--- src/rtl/lcd_sched_pkg.sv ---
// Shared types and constants for the LCD read scheduler: state encoding,
// burst shift and frame-geometry widths.
package lcd_sched_pkg;

    localparam int FW_W          = 22;
    localparam int PAD_W         = 20;
    localparam int DEF_BURST_LEN = 256;
    localparam int BURST_SHIFT   = $clog2(DEF_BURST_LEN);

    typedef enum logic [2:0] {
        ST_IDLE       = 3'd0,
        ST_FLUSH      = 3'd1,
        ST_WAIT_SPACE = 3'd2,
        ST_REQ        = 3'd3,
        ST_BURST      = 3'd4,
        ST_FRAME_END  = 3'd5
    } sched_state_e;

endpackage

--- src/rtl/lcd_frame_geom.sv ---
// Combinational frame geometry: pixel count, whole bursts needed to cover it,
// and the pad words that round the frame up to a burst boundary.
module lcd_frame_geom
    import lcd_sched_pkg::*;
#(
    parameter int BURST_LEN = DEF_BURST_LEN
) (
    input  logic [10:0]      h_disp_i,
    input  logic [10:0]      v_disp_i,
    output logic [FW_W-1:0]  frame_words_o,
    output logic [FW_W-1:0]  bursts_o,
    output logic [PAD_W-1:0] pad_o
);

    localparam int SHIFT = $clog2(BURST_LEN);

    logic [FW_W:0] rounded;
    logic [FW_W:0] span;

    always_comb begin
        frame_words_o = {11'd0, h_disp_i} * {11'd0, v_disp_i};
        // One spare bit so the round-up add cannot overflow.
        rounded       = {1'b0, frame_words_o} + (FW_W + 1)'(BURST_LEN - 1);
        bursts_o      = FW_W'(rounded >> SHIFT);
        span          = {1'b0, bursts_o} << SHIFT;
        pad_o         = PAD_W'(span - {1'b0, frame_words_o});
    end

endmodule

--- src/rtl/lcd_rd_scheduler.sv ---
// Frame-level SDRAM read scheduler feeding the LCD display FIFO.
// Define LCD_PINGPONG_EN for two-bank ping-pong reads with bank swapping.
module lcd_rd_scheduler
    import lcd_sched_pkg::*;
#(
    parameter int                ADDR_W      = 24,
    parameter int                BURST_LEN   = DEF_BURST_LEN,
    parameter int                FIFO_DEPTH  = 1024,
    parameter int                FIFO_LW     = 11,
    parameter logic [ADDR_W-1:0] BANK_OFFSET = 24'h100000
) (
    input  logic               lcd_pclk,
    input  logic               rst_n,
    input  logic [10:0]        i_h_disp,
    input  logic [10:0]        i_v_disp,
    input  logic               frame_start,
    input  logic               input_done,
    input  logic               wr_frame_done,
    input  logic [FIFO_LW-1:0] fifo_level,
    output logic               rd_req,
    output logic [ADDR_W-1:0]  rd_addr,
    input  logic               rd_ack,
    input  logic               rd_done,
    output logic               fifo_flush,
    output logic               rd_bank,
    output logic               wr_bank,
    output logic [PAD_W-1:0]   fifo_left_s,
    output logic               underrun,
    output logic [2:0]         dbg_state_o
);

    localparam logic [FIFO_LW:0]  SPACE_THR = (FIFO_LW + 1)'(FIFO_DEPTH - BURST_LEN);
    localparam logic [ADDR_W-1:0] ADDR_STEP = ADDR_W'(BURST_LEN);

    sched_state_e      state_q, state_d;
    logic [FW_W-1:0]   burst_cnt_q, burst_cnt_d;
    logic [FW_W-1:0]   bursts_q, bursts_d;
    logic [PAD_W-1:0]  pad_q, pad_d;
    logic [ADDR_W-1:0] addr_q, addr_d;
    logic              underrun_q, underrun_d;
    logic              restart_q, restart_d;
    logic              flush_bank;
    logic              space_ok;
    logic [FW_W-1:0]   geom_fw_unused;
    logic [FW_W-1:0]   geom_bursts;
    logic [PAD_W-1:0]  geom_pad;

    lcd_frame_geom #(.BURST_LEN(BURST_LEN)) u_geom (
        .h_disp_i      (i_h_disp),
        .v_disp_i      (i_v_disp),
        .frame_words_o (geom_fw_unused),
        .bursts_o      (geom_bursts),
        .pad_o         (geom_pad)
    );

    assign space_ok = {1'b0, fifo_level} <= SPACE_THR;

    always_comb begin
        state_d     = state_q;
        burst_cnt_d = burst_cnt_q;
        bursts_d    = bursts_q;
        pad_d       = pad_q;
        addr_d      = addr_q;
        underrun_d  = underrun_q;
        restart_d   = restart_q;
        unique case (state_q)
            ST_IDLE: begin
                if (frame_start && input_done) state_d = ST_FLUSH;
            end
            ST_FLUSH: begin
                bursts_d    = geom_bursts;
                pad_d       = geom_pad;
                burst_cnt_d = '0;
                addr_d      = flush_bank ? BANK_OFFSET : '0;
                restart_d   = 1'b0;
                state_d     = ST_WAIT_SPACE;
            end
            ST_WAIT_SPACE: begin
                // A frame that already issued every burst is not an underrun.
                if (frame_start) begin
                    state_d = ST_FLUSH;
                    if (burst_cnt_q != bursts_q) underrun_d = 1'b1;
                end else if (burst_cnt_q == bursts_q) begin
                    state_d = ST_FRAME_END;
                end else if (space_ok) begin
                    state_d = ST_REQ;
                end
            end
            ST_REQ: begin
                if (rd_ack) begin
                    state_d = ST_BURST;
                    if (frame_start) begin
                        restart_d  = 1'b1;
                        underrun_d = 1'b1;
                    end
                end else if (frame_start) begin
                    state_d    = ST_FLUSH;
                    underrun_d = 1'b1;
                end
            end
            ST_BURST: begin
                if (frame_start) begin
                    restart_d  = 1'b1;
                    underrun_d = 1'b1;
                end
                if (rd_done) begin
                    burst_cnt_d = burst_cnt_q + FW_W'(1);
                    addr_d      = addr_q + ADDR_STEP;
                    state_d     = (restart_q || frame_start) ? ST_FLUSH : ST_WAIT_SPACE;
                end
            end
            ST_FRAME_END: begin
                if (frame_start) state_d = input_done ? ST_FLUSH : ST_IDLE;
            end
            default: state_d = ST_IDLE;
        endcase
    end

    always_ff @(posedge lcd_pclk or negedge rst_n) begin
        if (!rst_n) begin
            state_q     <= ST_IDLE;
            burst_cnt_q <= '0;
            bursts_q    <= '0;
            pad_q       <= '0;
            addr_q      <= '0;
            underrun_q  <= 1'b0;
            restart_q   <= 1'b0;
        end else begin
            state_q     <= state_d;
            burst_cnt_q <= burst_cnt_d;
            bursts_q    <= bursts_d;
            pad_q       <= pad_d;
            addr_q      <= addr_d;
            underrun_q  <= underrun_d;
            restart_q   <= restart_d;
        end
    end

`ifdef LCD_PINGPONG_EN
    logic rd_bank_q, rd_bank_d;
    logic swap_pend_q, swap_pend_d;

    // A writer completion arriving in the FLUSH cycle itself swaps immediately.
    always_comb begin
        rd_bank_d   = rd_bank_q;
        swap_pend_d = swap_pend_q | wr_frame_done;
        if (state_q == ST_FLUSH) begin
            rd_bank_d   = rd_bank_q ^ (swap_pend_q | wr_frame_done);
            swap_pend_d = 1'b0;
        end
    end

    always_ff @(posedge lcd_pclk or negedge rst_n) begin
        if (!rst_n) begin
            rd_bank_q   <= 1'b0;
            swap_pend_q <= 1'b0;
        end else begin
            rd_bank_q   <= rd_bank_d;
            swap_pend_q <= swap_pend_d;
        end
    end

    assign flush_bank = rd_bank_d;
    assign rd_bank    = rd_bank_q;
    assign wr_bank    = ~rd_bank_q;
`else
    logic wr_frame_done_unused;

    assign wr_frame_done_unused = wr_frame_done;
    assign flush_bank           = 1'b0;
    assign rd_bank              = 1'b0;
    assign wr_bank              = 1'b0;
`endif

    assign rd_req      = (state_q == ST_REQ);
    assign fifo_flush  = (state_q == ST_FLUSH);
    assign rd_addr     = addr_q;
    assign fifo_left_s = pad_q;
    assign underrun    = underrun_q;
    assign dbg_state_o = state_q;

endmodule
--- config.mk ---
export PLATFORM = sky130hd
export DESIGN_NAME = lcd_rd_scheduler
export DESIGN_NICKNAME = d
export VERILOG_FILES = /design/src/rtl/lcd_sched_pkg.sv /design/src/rtl/lcd_frame_geom.sv /design/src/rtl/lcd_rd_scheduler.sv
export SDC_FILE = /design/constraint.sdc
export NUM_CORES = 1
export LEC_CHECK = 0
export ABC_AREA = 1
export CAP_MARGIN = 20
export CELL_PAD_IN_SITES_DETAIL_PLACEMENT = 1
export CELL_PAD_IN_SITES_GLOBAL_PLACEMENT = 1
export CORE_MARGIN = 1.5
export CORE_UTILIZATION = 47
export CTS_CLUSTER_DIAMETER = 50
export DETAILED_ROUTE_END_ITERATION = 6
export GPL_ROUTABILITY_DRIVEN = 0
export PLACE_DENSITY = 0.95
export SYNTH_ARGS = -nofsm -noshare
export SYNTH_HDL_FRONTEND = slang
export SYNTH_HIERARCHICAL = 1
export SYNTH_SLANG_ARGS = --single-unit
export TNS_END_PERCENT = 30
--- constraint.sdc ---
create_clock -name lcd_pclk -period 3.2 [get_ports lcd_pclk]
set_input_delay 0.8 -clock lcd_pclk [delete_from_list [all_inputs] [get_ports lcd_pclk]]
set_output_delay 0.8 -clock lcd_pclk [all_outputs]
set_load 0.02 [all_outputs]
==> results of run 1 <==
==> per-stage QoR <==
step / cell area (µm²) / setup TNS, ns / hold slack, ns
after global placement: 13560 / -92.60 / 0.4620
after floorplan: 11360 / -60.43 / 0.4527
after detailed placement: 13560 / -106.42 / 0.4648
==> results by group, run 1 <==
Run status
  • Status: stopped before the end
  • Halt Stage: 4_1_cts
  • First error: [ERROR DPL-0033] detailed placement checks failed during check placement.

Placement
  • Hpwl dp: 37.00 mm
  • IO buf count: 80
  • Cells after DPL: 2,127
  • Worst Setup Slack post-DPL: -4.115 ns

Logic synthesis
  • Warnings, synthesis: 6
  • Mean post-synth cell area: 6.637 µm²
  • Post-synthesis cell area: 0.01064 mm²
  • Mapped Cells: about 1,600

Floorplanning
  • Io pins: 92
  • FP Rows: 54
  • Die Wd: 153.5 µm
  • Starting Density: 0.4830
  • Die span in y: 153.5 µm

CTS
  • H-tree Lvls: 3
  • Resized cells post-CTS: 314
  • Clock buffer depth: 2
  • Clock sinks: 85
  • Hold-fix buffers, CTS: 0
  • Root buffer cell: clkbuf_16
  • Setup Buffers After CTS: 66
  • Num CTS Buffers: 9
==> run 2, diff against run 1 <==
--- a/config.mk
+++ b/config.mk
@@ -7,14 +7,11 @@
 export LEC_CHECK = 0
 export ABC_AREA = 1
 export CAP_MARGIN = 20
-export CELL_PAD_IN_SITES_DETAIL_PLACEMENT = 1
-export CELL_PAD_IN_SITES_GLOBAL_PLACEMENT = 1
 export CORE_MARGIN = 1.5
-export CORE_UTILIZATION = 47
-export CTS_CLUSTER_DIAMETER = 50
+export CORE_UTILIZATION = 40
 export DETAILED_ROUTE_END_ITERATION = 6
 export GPL_ROUTABILITY_DRIVEN = 0
-export PLACE_DENSITY = 0.95
+export PLACE_DENSITY_LB_ADDON = 0.15
 export SYNTH_ARGS = -nofsm -noshare
 export SYNTH_HDL_FRONTEND = slang
 export SYNTH_HIERARCHICAL = 1
==> results by group, run 2 <==
Floorplanning
  • Core area: 0.02606 mm²
  • Die footprint: 0.02758 mm²
  • Die Wd: 166.1 µm
  • Die span in y: 166.1 µm
  • FP Rows: 59
  • Starting Density: 0.4083
  • Io pins: 92

Route
  • Vias after detailed routing: 10,799
  • Routed len/inst: 13.41 µm
  • Pre-antenna DRT Iters: 5
  • DRT antenna net count: 0
  • DR iter-0 viols: 705
  • Drt drc: 0
  • Via density: around 4.7
  • Final wirelength: 30.55 mm

CTS
  • Root buffer cell: clkbuf_16
  • CTS tree: done
  • Num CTS Buffers: 9
  • Clock sinks: 85
  • Clock buffer depth: 2
  • H-tree Lvls: 3
  • Worst-path clk slew: around 0.070 ns
  • Clock Latency Late Sink: 0.35 ns

Timing
  • Worst-margin pin slew: 0.6853 ns
  • Setup Skew: 0.01210 ns
  • Worst slew margin: 0.5431
  • Final period util: 1.868
  • Fin. Hold Viols: 0
  • Max-slew violations: 0
  • WHS: 0.4675 ns
  • Setup ws final: -2.778 ns
  • # setup viols final: 31
  • RSZ-0062 raised after global routing: yes
  • Maximum clock rate: 0.1673 GHz
  • Minimum clock period: 5.978 ns

Run status
  • Status: complete, but fails checks
  • Failing checks: setup timing

Finish
  • Commonest non-fill, non-tap cell in the layout: nand2_1
  • Most frequent cells in the layout: 458 x nand2_1, 290 x inv_1, 251 x buf_4
  • Area of the multi-input gates: 0.008342 mm²
  • Share of layout cells above drive strength 1: 0.3222
  • Area growth syn-to-layout: 46.76%
  • # nets final: approximately 2,100
  • Diode count: 0
  • Sequential cell area: 0.002127 mm²
  • Fill cells: 2,339
  • Final instance area: 0.01561 mm²

Global routing
  • GR Util All Layers: 0.2246
  • Largest net degree at the start of global routing: 69
  • Initial antenna violation count: 0
  • First-pass GRT wire length: slightly above 50 mm
  • Vias in the first global route: between 10,000 and 15,000
  • Overflow after GRT: 0

Logic synthesis
  • Post-synthesis cell area: 0.01064 mm²
  • Mapped Cells: 1,603
  • Warnings, synthesis: 6
  • Mean post-synth cell area: 6.637 µm²

Placement
  • Placed Area: 0.01366 mm²
  • IO buf count: 80
  • Hpwl dp: between 20 and 25 mm

Setup path
  • CP Capture Type: register
  • Req. time, crit path: 3.43 ns
  • WP data arrival: 6.21 ns
  • Crit path max fanout: 5
  • WS Path Type: in -> reg
  • CP peak stage delay: 0.56 ns
  • Slowest cell on the critical path: fa_1
  • Startpoint Class: input pin

Flow run
  • Max Cap Violations: 0

Worst hold path
  • Worst min-delay path category: in -> async
[run 2: layout make-up]
cell class,count,share of cell area
multi-input combinational,1145,0.5343
sequential,85,0.1362
tap,335,0.02685
inverter,332,0.08045
clock buffer,9,0.01442
timing repair buffer,365,0.2028
clock inverter,7,0.004968
[run 2: routing by layer]
metal / up-vias / global-route usage / part of all wire / routed length (µm)
met3: 36 / 0.03146 / 0.041 / 1242
met4: 0 / 0.03878 / 0.012 / 352
met5: - / 0 / 0 / 0
met2: 238 / 0.3812 / 0.47 / 14420
met1: 5056 / 0.3080 / 0.48 / 14530
li1: 5469 / - / - / -
[run 2: stage by stage]
stage	worst slack [ns]	util	setup TNS, ns	std cells
4_1_cts	-2.764	0.5740	-69.04	2260
3_3_place_gp	-3.589	0.5242	-93.42	2188
3_5_place_dp	-3.622	0.5242	-95.42	2188
6_report	-2.778	0.5992	-67.37	2278
5_1_grt	-3.008	0.5992	-73.80	2278
2_1_floorplan	-2.608	-	-60.43	1618
[run 2: critical path, delay by kind of cell]
kind / cells / cell delay, ns
buffers and inverters: 7 / 0.45
AND/OR/NAND/NOR: 21 / 1.85
adder cells (fa/ha/maj): 7 / 3.11
[run 2: path summary, 6_finish.rpt]
check | start | to | slack, ns | cells past startpoint
max | i_v_disp[2] | fifo_left_s[18] | -2.78 | 35
min | rst_n | underrun | 0.47 | 1
max reg2reg | dbg_state_o[2] | burst_cnt_q[14] | 0.95 | 9
min reg2reg | fifo_left_s[13] | fifo_left_s[13] | 0.48 | 2
max in group asynchronous | rst_n | fifo_left_s[18] | 2.06 | 2
min in group lcd_pclk | fifo_left_s[13] | fifo_left_s[13] | 0.48 | 2
[run 2: timing repair]
action | in CTS | in global routing
cloned | 2 | 0
resized for setup | 218 | 157
buffers inserted | 54 | 21
hold buffers | 0 | 0
endpoints found under the setup margin | 32 | 32
pin swaps | 117 | 88
Power of run 2 is not shown: default switching activity piles up to over one toggle a cycle in this logic, so the estimate is an artifact.
